## src/rtl/traffic_light_pkg.sv

```systemverilog
// Shared phase codes, lamp encodings and direction codes for the intersection controller.
package traffic_light_pkg;

  typedef enum logic [2:0] {
    StNsGreen  = 3'd0,
    StNsYellow = 3'd1,
    StNsClear  = 3'd2,
    StEwGreen  = 3'd3,
    StEwYellow = 3'd4,
    StEwClear  = 3'd5,
    StPedWalk  = 3'd6,
    StFlash    = 3'd7
  } phase_e;

  typedef enum logic {
    DirNs = 1'b0,
    DirEw = 1'b1
  } dir_e;

  // Lamp encoding {R,Y,G}
  localparam logic [2:0] LAMP_RED = 3'b100;
  localparam logic [2:0] LAMP_YEL = 3'b010;
  localparam logic [2:0] LAMP_GRN = 3'b001;
  localparam logic [2:0] LAMP_OFF = 3'b000;

  // Steady lamp pattern {ns, ew} shown in each phase.
  function automatic logic [5:0] lamps_of(phase_e p);
    logic [5:0] l;
    case (p)
      StNsGreen:  l = {LAMP_GRN, LAMP_RED};
      StNsYellow: l = {LAMP_YEL, LAMP_RED};
      StEwGreen:  l = {LAMP_RED, LAMP_GRN};
      StEwYellow: l = {LAMP_RED, LAMP_YEL};
      StFlash:    l = {LAMP_YEL, LAMP_YEL};
      default:    l = {LAMP_RED, LAMP_RED};
    endcase
    return l;
  endfunction

endpackage

```

## src/rtl/tl_phase_timer.sv

```systemverilog
// Remaining-seconds counter: loads a phase duration, counts down on the 1 s strobe, flags expiry.
module tl_phase_timer #(
  parameter int unsigned CNT_W = 6
) (
  input  logic             clk_i,
  input  logic             load_i,
  input  logic [CNT_W-1:0] load_value_i,
  input  logic             tick_i,
  output logic [CNT_W-1:0] light_t_o,
  output logic             expire_o
);

  logic [CNT_W-1:0] cnt_q;

  // Never decrements below 1: reaching 1 with a tick is expiry, and the owner reloads.
  always_ff @(posedge clk_i) begin
    if (load_i) begin
      cnt_q <= load_value_i;
    end else if (tick_i && (cnt_q > CNT_W'(1))) begin
      cnt_q <= cnt_q - CNT_W'(1);
    end
  end

  assign light_t_o = cnt_q;
  assign expire_o  = tick_i && (cnt_q == CNT_W'(1));

endmodule

```

## src/rtl/traffic_light_intersection.sv

```systemverilog
// Two-approach intersection controller with all-red clearance and night flashing mode.
// Pedestrian walk phase is built only when TL_PED_EN is defined.
module traffic_light_intersection
  import traffic_light_pkg::*;
#(
  parameter int unsigned CNT_W       = 6,
  parameter int unsigned GREEN_TIME  = 10,
  parameter int unsigned YELLOW_TIME = 3,
  parameter int unsigned ALLRED_TIME = 2,
  parameter int unsigned PED_TIME    = 6
) (
  input  logic             sys_clk,
  input  logic             sys_rst_p,
  input  logic             tick_1s,
  input  logic             ped_req,
  input  logic             flash_mode,
  output logic [2:0]       ns_light,
  output logic [2:0]       ew_light,
  output logic             ped_walk,
  output logic [CNT_W-1:0] light_t,
  output logic [2:0]       phase
);

  if (GREEN_TIME == 0 || (GREEN_TIME >> CNT_W) != 0 ||
      YELLOW_TIME == 0 || (YELLOW_TIME >> CNT_W) != 0 ||
      ALLRED_TIME == 0 || (ALLRED_TIME >> CNT_W) != 0 ||
      PED_TIME == 0 || (PED_TIME >> CNT_W) != 0) begin : g_bad_duration
    $fatal(1, "traffic_light_intersection: a phase duration is 0 or does not fit CNT_W");
  end

  function automatic logic [CNT_W-1:0] phase_dur(phase_e p);
    logic [CNT_W-1:0] d;
    case (p)
      StNsGreen, StEwGreen:   d = CNT_W'(GREEN_TIME);
      StNsYellow, StEwYellow: d = CNT_W'(YELLOW_TIME);
      StNsClear, StEwClear:   d = CNT_W'(ALLRED_TIME);
      StPedWalk:              d = CNT_W'(PED_TIME);
      default:                d = '0;
    endcase
    return d;
  endfunction

  phase_e           state_q, state_d;
  dir_e             next_dir_q, next_dir_d;
  logic [2:0]       ns_q, ns_d, ew_q, ew_d;
  logic             walk_q, walk_d;
  logic             load_c, load;
  logic [CNT_W-1:0] load_value_c, load_value;
  logic             expire;
  logic             enter_ped;
  logic             ped_pending;

  always_comb begin
    state_d      = state_q;
    next_dir_d   = next_dir_q;
    ns_d         = ns_q;
    ew_d         = ew_q;
    walk_d       = walk_q;
    load_c       = 1'b0;
    load_value_c = '0;
    enter_ped    = 1'b0;
    if (flash_mode) begin
      state_d      = StFlash;
      load_c       = 1'b1;
      load_value_c = '0;
      walk_d       = 1'b0;
      if (state_q != StFlash) begin
        ns_d = LAMP_YEL;
        ew_d = LAMP_YEL;
      end else if (tick_1s) begin
        ns_d = (ns_q == LAMP_YEL) ? LAMP_OFF : LAMP_YEL;
        ew_d = (ns_q == LAMP_YEL) ? LAMP_OFF : LAMP_YEL;
      end
    end else begin
      case (state_q)
        StNsGreen:  if (expire) state_d = StNsYellow;
        StNsYellow: begin
          if (expire) begin
            state_d    = StNsClear;
            next_dir_d = DirEw;
          end
        end
        StEwGreen:  if (expire) state_d = StEwYellow;
        StEwYellow: begin
          if (expire) begin
            state_d    = StEwClear;
            next_dir_d = DirNs;
          end
        end
        StNsClear, StEwClear, StPedWalk: begin
          // Clear states may divert to the walk; the walk itself always resumes the pending green.
          if (expire) begin
            if (state_q != StPedWalk && ped_pending) begin
              state_d = StPedWalk;
            end else begin
              state_d = (next_dir_q == DirNs) ? StNsGreen : StEwGreen;
            end
          end
        end
        default: begin
          // Leaving FLASH (or an unexpected code) restarts like reset.
          state_d    = StEwClear;
          next_dir_d = DirNs;
        end
      endcase
      if (state_d != state_q) begin
        load_c       = 1'b1;
        load_value_c = phase_dur(state_d);
      end
      {ns_d, ew_d} = lamps_of(state_d);
      walk_d       = (state_d == StPedWalk);
      enter_ped    = (state_d == StPedWalk) && (state_q != StPedWalk);
    end
  end

  assign load       = load_c || sys_rst_p;
  assign load_value = sys_rst_p ? CNT_W'(ALLRED_TIME) : load_value_c;

  always_ff @(posedge sys_clk) begin
    if (sys_rst_p) begin
      state_q    <= StEwClear;
      next_dir_q <= DirNs;
      ns_q       <= LAMP_RED;
      ew_q       <= LAMP_RED;
      walk_q     <= 1'b0;
    end else begin
      state_q    <= state_d;
      next_dir_q <= next_dir_d;
      ns_q       <= ns_d;
      ew_q       <= ew_d;
      walk_q     <= walk_d;
    end
  end

  tl_phase_timer #(
    .CNT_W(CNT_W)
  ) u_timer (
    .clk_i       (sys_clk),
    .load_i      (load),
    .load_value_i(load_value),
    .tick_i      (tick_1s),
    .light_t_o   (light_t),
    .expire_o    (expire)
  );

`ifdef TL_PED_EN
  logic ped_pending_q, ped_pending_d;

  // Clearing on walk entry wins over a same-edge press, so one walk serves all earlier presses.
  always_comb begin
    ped_pending_d = ped_pending_q;
    if (flash_mode || enter_ped) begin
      ped_pending_d = 1'b0;
    end else if (ped_req && state_q != StPedWalk && state_q != StFlash) begin
      ped_pending_d = 1'b1;
    end
  end

  always_ff @(posedge sys_clk) begin
    if (sys_rst_p) begin
      ped_pending_q <= 1'b0;
    end else begin
      ped_pending_q <= ped_pending_d;
    end
  end

  assign ped_pending = ped_pending_q;
  assign ped_walk    = walk_q;
`else
  logic unused_ped;
  assign unused_ped  = ped_req ^ walk_q ^ enter_ped;
  assign ped_pending = 1'b0;
  assign ped_walk    = 1'b0;
`endif

  assign ns_light = ns_q;
  assign ew_light = ew_q;
  assign phase    = state_q;

endmodule

```

## config.mk

```make
export PLATFORM = sky130hd
export DESIGN_NAME = traffic_light_intersection
export DESIGN_NICKNAME = d
export VERILOG_FILES = /design/src/rtl/traffic_light_pkg.sv /design/src/rtl/tl_phase_timer.sv /design/src/rtl/traffic_light_intersection.sv
export SDC_FILE = /design/constraint.sdc
export NUM_CORES = 1
export LEC_CHECK = 0
export ABC_AREA = 1
export CORE_MARGIN = 8
export CORE_UTILIZATION = 51
export DETAILED_ROUTE_END_ITERATION = 12
export PLACE_DENSITY = 0.78
export SETUP_SLACK_MARGIN = 0.2
export SLEW_MARGIN = 15
export SYNTH_ARGS = -nofsm -noshare
export SYNTH_HDL_FRONTEND = slang
export SYNTH_SLANG_ARGS = --single-unit
```

## constraint.sdc

```tcl
create_clock -name sys_clk -period 2.3 [get_ports sys_clk]
set_clock_uncertainty 0.15 [all_clocks]
set_input_delay 0.345 -clock sys_clk [delete_from_list [all_inputs] [get_ports sys_clk]]
set_output_delay 0.345 -clock sys_clk [all_outputs]
set_load 0.05 [all_outputs]
```

== Word level (Yosys, flattened, before mapping) ==
Cells that the tools add are included.

* Flip-flop bits (word level): 16
* Latch bits: 0
* Bits in writable memories: 0
* Memory bits (read-only): 0
* Input port bits: 5
* Output and inout bits: 16
* Logic and storage cells: 69
* Memories kept: 0

* Add/sub/neg operators: 1
* Multipliers: 0
* Divide/modulo/power cells: 0
* $lt $le $gt $ge: 1
* Eq/ne operators: 20
* Shifts and indexed selects: 0
* Multiplexer cells: 26
* Bitwise logic cells: 2
* Reduce and logical (&&, ||, !) cells: 13

{| class="wikitable"
|+ Operators with widths
! operator !! number
|-
| $mux W3 || 10
|-
| $pmux W6 S5 || 1
|-
| $eq A3 B3 Y1 const B || 7
|-
| $mux W6 || 3
|-
| $pmux W4 S4 || 1
|-
| $eq A3 B2 Y1 const B || 5
|-
| $pmux W3 S5 || 1
|-
| $mux W4 || 2
|-
| $reduce_or A2 Y1 || 4
|-
| $eq A3 B1 Y1 const B || 2
|-
| $eq A6 B1 Y1 const B || 1
|-
| $gt A6 B1 Y1 const B || 1
|-
| $logic_not A3 Y1 || 2
|-
| $mux W2 || 3
|-
| $sub A6 B1 Y6 const B || 1
|-
| $reduce_or A5 Y1 || 1
|-
| $mux W1 || 4
|-
| $ne A2 B2 Y1 const B || 2
|-
| $reduce_and A4 Y1 || 1
|-
| $ne A3 B2 Y1 const B || 1
|-
| $ne A3 B3 Y1 || 1
|-
| $ne A3 B3 Y1 const B || 1
|-
| $pmux W1 S3 || 1
|-
| $reduce_or A3 Y1 || 1
|-
| other kinds (4) || 6
|}

== Logic depth before layout (Yosys ltp) ==
Gate-level depths: netlist of run 1.

* Depth after elaboration: 12
* Depth in mapped cells: 14
* Gate-level depth less buffers: 14

== Cells and area by module ==
From an unflattened synthesis of run 1, not the netlist that was laid out.

* Cells, all modules: 165
* Area total of the unflattened synthesis: 1129.8 um2

{| class="wikitable"
|+ Modules (own cells, without submodules)
! module !! instances !! cells an instance !! area each (um2) !! seq. area each (um2)
|-
| traffic_light_intersection || 1 || 116 || 730.7 || 200.2
|-
| tl_phase_timer || 1 || 49 || 399.1 || 180.2
|}

== Least setup slack after synthesis of run 1 ==
Ideal clock, no wire load.

* Path type: flip-flop to flip-flop
* Start point: register u_timer.cnt_q[1] (netlist: u_timer.light_t_o[1])
* End point: register u_timer.cnt_q[0] (netlist: u_timer.light_t_o[0]), enable pin
* Setup time: 317 ps
* Arrival time: 1895 ps
* Data required time: 1833 ps
* Slack: -62 ps
* Stages on the path, launching flop included: 12
* Path buffers: 0
* Period minus slack after synthesis: 2362 ps
* Path through: edfxtp_1 inv_1 ha_1 nand3_2 nor2_4 nand3_2 nand2_2 nand3_1 nand2_4 inv_2 nor2_4 nand3_1

* Longest elaborated chain between the ends: 10
* Elaborated cells between the ends (all ways): 16
* Those cells by class: order compare (1); eq/ne (2); mux (9); reduce/logical (4)

{| class="wikitable"
|+ RTL lines
! item !! line !! text
|-
| from (decl) || tl_phase_timer.sv:13 || <nowiki>logic [CNT_W-1:0] cnt_q;</nowiki>
|-
| from (signal assigned) || tl_phase_timer.sv:18 || <nowiki>cnt_q <= load_value_i;</nowiki>
|-
| from (signal assigned) || tl_phase_timer.sv:20 || <nowiki>cnt_q <= cnt_q - CNT_W'(1);</nowiki>
|-
| $eq A6 B1 Y1 || tl_phase_timer.sv:25 || <nowiki>assign expire_o = tick_i && (cnt_q == CNT_W'(1));</nowiki>
|-
| $logic_and A1 B1 Y1 || tl_phase_timer.sv:25 ||
|-
| $mux W3, on equally long branches || - ||
|-
| $pmux W3 S5 || traffic_light_intersection.sv:75 || <nowiki>case (state_q)</nowiki>
|-
| $mux W3 || traffic_light_intersection.sv:62 || <nowiki>if (flash_mode) begin</nowiki>
|-
| $ne A3 B3 Y1 || traffic_light_intersection.sv:106 || <nowiki>if (state_d != state_q) begin</nowiki>
|-
| $mux W1 || traffic_light_intersection.sv:106 ||
|-
| $mux W1 || traffic_light_intersection.sv:62 ||
|-
| $logic_or A1 B1 Y1 || traffic_light_intersection.sv:116 || <nowiki>assign load = load_c || sys_rst_p;</nowiki>
|-
| $reduce_bool A2 Y1 (no line) (*) || - ||
|}

Mark *: on every way between the ends. The rest lies on a longest branch, timed or not. The select of a mux whose other input is x is not followed.
A chain may end at the register's enable or synchronous reset.

== Worst setup path in the final report of run 1 ==
* Start point: register u_timer.cnt_q[3] (netlist: u_timer.light_t_o[3])
* End point: output port light_t[3]

{| class="wikitable"
|+ RTL lines
! item !! line !! text
|-
| to (decl) || traffic_light_intersection.sv:20 || <nowiki>output logic [CNT_W-1:0] light_t,</nowiki>
|}

No word-level cell between the ends.

==> results.yml, run 1 <==
placement:
  gp_congestion: 0.791
  dpl.hpwl_mm: 2.02
  dpl_cell_area_um2: 1360
  portBuffers: 18
clock_tree:
  cts_buffers: 3
  ctsHoldBuffers: 0
  clkTransAtPathRegs_ns: 0.09
  clock_sink_count: 16
  clk_latency_ns: 0.29
  h-tree-depth: 1
  root_buffer: "clkbuf_4"
  cts_tree: "built"
  cts.path.max_buffers: 2
floorplan:
  initial_core_util_pct: 52.3
  num_rows: 17
  core-area_um2: 2130
  die_area_um2: 3930
  die_x_um: 62.7
  die_h_um: 62.7
  io-pin-count: 21
sta:
  tns_ns: 0
  period_minus_slack_ns: 2.17
  fin_crit_sh_pct: 94.4
  maxSlewHeadroom_pct: 63.2
  setup_viol: 0
  tightest_slew_ns: 0.552
  hold_viol: 0
  rsz0062_at_grt: "yes"
  fmax_ghz: 0.461
  finalMaxSlewViolations: 0
setup_path:
  end_kind: "output pin"
  r2r_start: "u_timer.light_t_o[0]"
  crit_type: "flop to output pin"
  crit_path_start_kind: "flop"
  worstPathArrival_ns: 1.68
  critPathRequiredTime_ns: 1.80
  cp_slowest_cell: "clkdlybuf4s50_1"
  worstPathMaxFanout: 3
  ff2ff_path_depth: 13
  path_cells: "buf_4 -> clkdlybuf4s50_1"
  cpPeakStageDelay_ns: 0.80
  crit_path_start: "u_timer.light_t_o[3]"
run_status:
  status: "complete, no violations"
grt:
  grt_pass1_wl_mm: 4.66
  use_met3_pct: 2.69
  grtUsageTotal_pct: 14.1
  grt_overflow: 0
  met2_usage_pct: 27.2
  grt_pass1_vias: 1121
  grt.busiest_layer: "met2"
  grtUsageMet1_pct: 14.3
  antenna_found_initial: 0
  grt_max_degree: 11
finish:
  antenna_cells: 0
  finalNetCount: 204
  drive_above_1_share_pct: 29.6
  fin_util_pct: 75.0
  final_cell_mix: "nand2_1 (33), buf_4 (20), inv_1 (18)"
  design_area_um2: 1600
  final_common_cell: "nand2_1"
  syn_to_final_growth_pct: 43.4
power:
  cellLeakagePower_nw: 0.793
  worst_ir_drop_vdd_mv: 0.591
  power-per-cell-area_nw_per_um2: 589
route:
  drt_iter0_drc: 82
  drt_wl_total_mm: 3.26
  drt_first_pass_iters: 6
  drc: 0
  via_count: 1204
  drt-wirelength-per-cell_um: 14.5
  via_per_inst: 5.38
  drtAntennaViolNets: 0
flow_run:
  cap_violations: 0
logic_synthesis:
  ys_seq_area_share_pct: 34.2
  synth-seq-cells: 16
  syn_nets: 162
  netlist_instances: 155
  yosysWarningCount: 0
  syn-cell-area_um2: 1110
  synth.avg_cell_area_um2: 7.18
  synth_cell_type_count: 28
hold_path:
  worstHoldStart: "ew_light[0]"
  min_path_type: "flop to flop"
  whs_path_depth: 2
[synth_stat cells, drive strengths merged]
cell type | n | area share [%]
nor4 | 1 | 0.56
xnor2 | 3 | 2.4
clkinv | 1 | 0.34
o2111ai | 1 | 0.79
xor2 | 1 | 0.79
clkbuf | 1 | 1.2
edfxtp | 6 | 16
o211ai | 2 | 1.3
o311ai | 1 | 0.79
nand2 | 41 | 16
conb | 1 | 0.34
nor2 | 21 | 10
a21oi | 5 | 2.2
o21ai | 4 | 1.8
or2 | 1 | 0.56
inv | 21 | 7.1
dfxtp | 10 | 18
nand4 | 3 | 1.7
ha | 2 | 2.2
nor3 | 2 | 0.90
buf | 2 | 1.3
nand3 | 25 | 13
[logic make-up after synthesis]
kind of cell / count (synthesis) / share of synthesized area (%)
other cells: 1 / 0.337
simple gates: 94 / 43.1
xor+xnor: 4 / 3.15
buf+inv: 25 / 10.0
compound gates: 13 / 6.97
fa+ha+maj: 2 / 2.25
flops: 16 / 34.2
[power by group]
group          switching (mW)  internal [mW]  total (mW)
clock network          0.0938         0.0633       0.157
logic                   0.264          0.161       0.425
registers              0.0336          0.324       0.358
[what timing repair did]
| action | in CTS | in global routing |
|---|---|---|
| buffers inserted | 7 | 8 |
| setup endpoints to repair | 18 | 19 |
| gates resized for setup | 9 | 20 |
| pin swaps | 5 | 17 |
| cloned | 0 | 0 |
[worst paths after layout]
path                           to  slack [ns]
max                    light_t[3]        0.13
min                   ew_light[0]        0.33
max reg2reg  u_timer.light_t_o[2]        0.16
min reg2reg           ew_light[0]        0.33
[worst max-delay path, delay by kind of cell (launching register included)]
family | cells | cell delay, ns
buffers and inverters | 2 | 0.94
flip-flops | 1 | 0.44
[layer usage]
| layer | share of wire, % | vias to the layer above |
|---|---|---|
| li1 | - | 588 |
| met5 | 0 | - |
| met1 | 38 | 550 |
| met4 | 2.9 | 0 |
| met3 | 6.8 | 11 |
| met2 | 53 | 55 |
[per-stage QoR]
step / hold slack (ns) / setup WS (ns) / total power [mW] / std cells
floorplan: 0.264 / 0.0257 / 0.600 / 155
global placement: 0.311 / 0.0373 / 0.692 / 205
detailed placement: 0.322 / -0.0151 / 0.697 / 205
CTS: 0.343 / 0.201 / 0.883 / 216
global route: 0.371 / 0.0664 / 0.982 / 224
finish: 0.335 / 0.129 / 0.940 / 224
[registers in the layout, summed over array words and instances (netlist names)]
register / count
ns_light: 3
u_timer.light_t_o: 6
phase: 3
next_dir_q: 1
ew_light: 3
[final cells by class]
class	instances	area (µm²)
multi-input cells	114	708
fillers	153	532
flip-flops and latches	16	382
repair buffers	40	362
inverters	22	82.6
well taps	28	35.0
clock buffers	3	22.5
clock inverters	1	3.75
Power figures use the tool's default switching activity.
==> run 2, diff against run 1 <==
--- a/config.mk
+++ b/config.mk
@@ -5,11 +5,11 @@
 export SDC_FILE = /design/constraint.sdc
 export NUM_CORES = 1
 export LEC_CHECK = 0
-export ABC_AREA = 1
 export CORE_MARGIN = 8
-export CORE_UTILIZATION = 51
+export CORE_UTILIZATION = 53
+export CTS_BUF_LIST = sky130_fd_sc_hd__clkbuf_8
 export DETAILED_ROUTE_END_ITERATION = 12
-export PLACE_DENSITY = 0.78
+export PLACE_DENSITY = 0.82
 export SETUP_SLACK_MARGIN = 0.2
 export SLEW_MARGIN = 15
 export SYNTH_ARGS = -nofsm -noshare
==> run 2 against run 1 <==
Effect of this change:
- synthesized cell count fell by 22%
- final cell count fell by 25%
- first-iteration DRC count fell by 45%
- fmax rose by 6.3%
- area after synthesis fell by 4.4%
- critical path depth fell by 1
- die area fell by 6.0%
- combinational power fell by 40%
- critical endpoint is now light_t[5]
- highest routed layer unchanged
==> results.yml, run 2 <==
logic_synthesis:
  yosysWarningCount: 0
  ys_seq_area_share_pct: 35.8
  synth-seq-cells: 16
  netlist_instances: 121
  ys_top_cells_by_area: "dfxtp_1 (19%), edfxtp_1 (17%), nor2_1 (4.6%)"
  synthTopCellsByCount: "nor2_1 (13), nand2_1 (11), dfxtp_1 (10)"
  synth_flop_cell: "dfxtp_1"
  async_flop_share_pct: 0
  synth_top_area_share_pct: 18.8
  yosys.cell_count.top_type: "nor2_1"
  syn-cell-area_um2: 1060
  synth_top_cell_by_area: "dfxtp_1"
  synth_cell_type_count: 40
  syn_nets: 128
  synth.avg_cell_area_um2: 8.79
  synth_edf_count: 6
finish:
  antenna_cells: 0
  finalNetCount: 149
  final_common_cell: "nor2_1"
  largest_reg_flops: 6
  final_cell_mix: "nor2_1 (13), clkdlybuf4s50_1 (12), nand2_1 (11)"
  stdcell_count: 168
  syn_to_final_growth_pct: 27.4
  drive_above_1_share_pct: 18.4
route:
  drt-wirelength-per-cell_um: 15.9
  drt_first_pass_iters: 4
  drtAntennaViolNets: 0
  drc: 0
  via_per_inst: 5.83
  via_count: 980
  drt_iter0_drc: 45
  drt_wl_total_mm: 2.67
flow_run:
  cap_violations: 0
floorplan:
  core-area_um2: 1920
  io-pin-count: 21
  die_x_um: 60.8
  initial_core_util_pct: 55.3
  die_h_um: 60.8
  die_area_um2: 3700
  num_rows: 16
sta:
  setup_viol: 0
  hold_viol: 0
  tns_ns: 0
  maxSlewHeadroom_pct: 65.6
  tightest_slew_ns: 0.516
  period_minus_slack_ns: 2.04
  fmax_ghz: 0.490
  finalMaxSlewViolations: 0
  rsz0062_at_grt: "no"
  hold_ws_ns: 0.335
  fin_crit_sh_pct: 88.8
  fin_ws_ns: 0.258
setup_path:
  worstPathArrival_ns: 1.55
  crit_buf_inv: 1
  end_kind: "output pin"
  cp_slowest_cell: "clkdlybuf4s50_1"
  critPathRequiredTime_ns: 1.80
  cpPeakStageDelay_ns: 0.85
  crit_family: "buffers and inverters"
  path_cells: "clkdlybuf4s50_1"
  worstPathMaxFanout: 4
  crit_type: "flop to output pin"
  crit_path_start_kind: "flop"
placement:
  dp.cells: 164
  dpl.hpwl_mm: 2.02
  gp_congestion: 0.886
  place_worst_setup_slack_ns: 0.186
  portBuffers: 18
clock_tree:
  root_buffer: "clkbuf_8"
  cts.path.max_buffers: 2
  cts_buffers: 3
  ctsHoldBuffers: 0
  clkTransAtPathRegs_ns: 0.06
  h-tree-depth: 1
  clk_latency_ns: 0.25
  clock_sink_count: 16
  cts_tree: "built"
grt:
  grt_max_degree: 14
  grt_pass1_wl_mm: 4.48
  grt_overflow: 0
  antenna_found_initial: 0
  grt_pass1_vias: 956
  grtUsageTotal_pct: 15.9
power:
  cellLeakagePower_nw: 0.564
  power-per-cell-area_nw_per_um2: 601
  worst_ir_drop_vdd_mv: 0.372
hold_path:
  min_path_type: "flop to flop"
run_status:
  status: "complete, no violations"
==> run 2: changes by cell type in the layout (fill, tap and decap cells not counted), sizes merged, moves of 4 or more <==
cell,before,now
a21o,0,4
o21ai,4,12
inv,21,5
nor2,21,14
nand3,25,6
a221oi,0,4
nand2,41,11
buf,22,10
and3,0,4
==> run 2: metrics by stage <==
stage,power [mW],util [%],instance area (µm²)
2_1_floorplan,0.539,-,1100
3_3_place_gp,0.594,67.4,1290
3_5_place_dp,0.600,67.4,1290
4_1_cts,0.813,69.7,1340
5_1_grt,0.850,70.5,1360
6_report,0.814,70.5,1360
==> run 2: metal layers <==
layer / routed length (µm) / global-route usage (%) / vias to the layer above / share of wire, %
met5: 0 / 0 / - / 0
met4: 25 / 3.99 / 0 / 0.94
met3: 99 / 2.54 / 5 / 3.7
met2: 1400 / 29.1 / 32 / 52
met1: 1150 / 18.5 / 466 / 43
li1: - / - / 477 / -
==> run 2: what timing repair did <==
action | CTS | global route
endpoints found under the setup margin | 0 | 10
setup buffers | 0 | 0
gates resized for setup | 0 | 4
==> run 2: logic make-up after synthesis <==
family / after synthesis / synth area share (%)
XOR/XNOR: 5 / 4.12
buffers and inverters: 14 / 8.00
adder cells (fa/ha/maj): 2 / 2.35
AND/OR/NAND/NOR: 49 / 25.8
other: 1 / 0.353
flip-flops: 16 / 35.8
AO/OA/AOI/OAI: 34 / 23.6
==> run 2: final timing paths <==
check,from,end,slack [ns],cells after the start
worst max-delay path,u_timer.light_t_o[5],light_t[5],0.26,1
worst min-delay path,ew_light[0],ew_light[0],0.33,2
worst max register to register,u_timer.light_t_o[2],ew_light[1],0.28,4
worst min register to register,ew_light[0],ew_light[0],0.33,2
==> run 2: power breakdown <==
group / switching, mW / total, mW / internal, mW / leakage, nW
registers: 0.0251 / 0.341 / 0.316 / 0.150
logic: 0.162 / 0.256 / 0.0936 / 0.390
clock network: 0.0992 / 0.218 / 0.118 / 0.0231
==> run 2: final cells by class <==
type                       instances  area, µm²
sequential                        16        380
inverter                           5       18.8
fill                             165        567
timing repair buffer              25        233
clock buffer                       3       41.3
clock inverter                     1       3.75
multi-input combinational         91        644
tap                               27       33.8
==> run 2: worst reg2reg max path: stages (launching register included) <==
cell and delay, ns:
edfxtp_1 0.50, or4_4 0.64, nor4_4 0.30, a211oi_2 0.13, a211oi_2 0.21
==> RTL change, RTL diff (settings of run 2) <==
`GREEN_TIME`: 10 -> 7.
--- a/src/rtl/traffic_light_intersection.sv
+++ b/src/rtl/traffic_light_intersection.sv
@@ -4,7 +4,7 @@
   import traffic_light_pkg::*;
 #(
   parameter int unsigned CNT_W       = 6,
-  parameter int unsigned GREEN_TIME  = 10,
+  parameter int unsigned GREEN_TIME  = 7,
   parameter int unsigned YELLOW_TIME = 3,
   parameter int unsigned ALLRED_TIME = 2,
   parameter int unsigned PED_TIME    = 6
Formal check against the unedited RTL: not equivalent (Yosys sat finds a counterexample within 4 cycles, from zero or initial values and one cycle with sys_rst_p high).
==> RTL change against run 2 <==
- global-route usage is 2.6 points higher
- wire length up 18%
- synthesized cell count is 5.8% lower
- hold slack better by 11 ps
- final cell count unchanged
- count of clock-buffer cells in the layout rose by 1
- total power rose by 4.4%
- setup slack lost 13 ps
- sequential share of layout area up 0.10 points
- final area decreased by 0.37%
- area after synthesis shrank 5.4%
- die area fell by 4.0%
- sequential cell count did not move
- largest cell class unchanged
==> RTL change: results (changes against run 2) <==
| Metric | Value |
|---|---|
| Post-DP HPWL | `2170 µm (was 2020 µm)` |
| Gr usage total | `18.5% (was 15.9%)` |
| Fraction of layout cells with a size suffix above 1 | `21.7% (was 18.4%)` |
| Nets@finish | `151 (was 149)` |
| Worst hold slack | `346 ps (was 335 ps)` |
| Top post-synthesis cells by count | `12 x nor2_1, 10 x dfxtp_1, 7 x inv_1, 7 x o21ai_0 (was 13 x nor2_1, 11 x nand2_1, 10 x dfxtp_1, 9 x o21ai_0)` |
| Clk pwr | `0.253 mW (was 0.218 mW)` |
| TritonRoute pass-1 iters | `4 (unchanged)` |
| Worst-Margin Slew | `544 ps (was 516 ps)` |
| Largest net degree at the start of global routing | `15 (was 14)` |
| Synth unique cells | `45 (was 40)` |
| Ranking of synthesized cells by area | `dfxtp_1 20%, edfxtp_1 18%, nor2_1 4.5% (was dfxtp_1 19%, edfxtp_1 17%, nor2_1 4.6%)` |
| Part of the Yosys area used for sequential elements | `37.8% (was 35.8%)` |
| Placed cells | `161 (was 164)` |
| Vias per inst | `6.21 (was 5.83)` |
| Global-route wire length before repair | `5040 µm (was 4480 µm)` |
| Reg-to-reg slack, setup | `250 ps (was 280 ps)` |
| Vias in the first global route | `1021 (was 956)` |
| Max FO, Critical Path | `4 (unchanged)` |
| Reg-to-reg endpoint | `ns_light[2] (was ew_light[1])` |
| Syn_nets | `121 (was 128)` |
| Met3 routed WL | `264 µm (was 99 µm)` |
| Status | `complete, no violations (unchanged)` |
| Fillers | `137 (was 165)` |
| WL met1 | `1210 µm (was 1150 µm)` |
| Hold wc startpoint | `ew_light[0] (unchanged)` |
| Final Wtd Congestion | `0.945 (was 0.886)` |
| 1st-iter DRT viols | `50 (was 45)` |
| CTS max path bufs | `2 (unchanged)` |
| Internal Power | `0.565 mW (was 0.528 mW)` |
| Leak | `0.557 nW (was 0.564 nW)` |
| Worst-path clk slew | `60 ps (about the same)` |
| Top Layer Used | `met4 (unchanged)` |
| Peak supply drop | `0.000312 V (was 0.000372 V)` |
| Drt total wl | `3160 µm (was 2670 µm)` |
| Clock Power Share | `29.8% (was 26.7%)` |
| Routed met2 length | `1610 µm (was 1400 µm)` |
| Cells after synthesis | `114 (was 121)` |
[RTL change: cells by family (layout without fill, tap and decap cells)]
group	count (synthesis)	in the layout	share of synthesized area, %
compound gates	36	36	27.4
xor+xnor	4	4	3.48
fa+ha+maj	2	2	2.49
buf+inv	13	42	5.22
flops	16	16	37.8
other cells	1	1	0.373
simple gates	42	42	23.3
[RTL change: how the worst max path moves through the flow]
| stage | startpoint | to | slack (ps) |
|---|---|---|---|
| finish | u_timer.light_t_o[5] | light_t[5] | 240 |
| global route | u_timer.light_t_o[4] | u_timer.light_t_o[0] | 200 |
| CTS | u_timer.light_t_o[5] | light_t[5] | 230 |
| detailed placement | tick_1s | ns_light[0] | 120 |
| global placement | tick_1s | ns_light[0] | 150 |
| floorplan | u_timer.light_t_o[4] | u_timer.light_t_o[0] | 120 |
[RTL change: per-layer routing]
metal  vias to the layer above  track usage (%)
met5                         -                0
met4                         0             8.16
met2                        64             33.0
li1                        479                -
met1                       488             20.8
met3                        12             2.82
[RTL change: timing repair]
item,in CTS,in global routing
buffers inserted,0,3
pin swaps,0,0
endpoints found under the hold margin,0,0
endpoints found under the setup margin,5,5
resized for setup,4,3
[RTL change: final cells by class]
cell class              instances  area, µm²  area share [%]
multi-input cells              85        583            43.2
flip-flops and latches         16        380            28.2
repair buffers                 31        274            20.3
clock buffers                   4       55.1            4.08
well taps                      25       31.3            2.32
inverters                       7       26.3            1.95
[RTL change: metrics by stage]
| stage | util, % | cell area (µm²) | worst slack (ps) |
|---|---|---|---|
| 2_1_floorplan | - | 1010 | 123 |
| 3_3_place_gp | 71.6 | 1260 | 155 |
| 3_5_place_dp | 71.6 | 1260 | 115 |
| 4_1_cts | 74.7 | 1320 | 232 |
| 5_1_grt | 76.5 | 1350 | 204 |
| 6_report | 76.5 | 1350 | 245 |
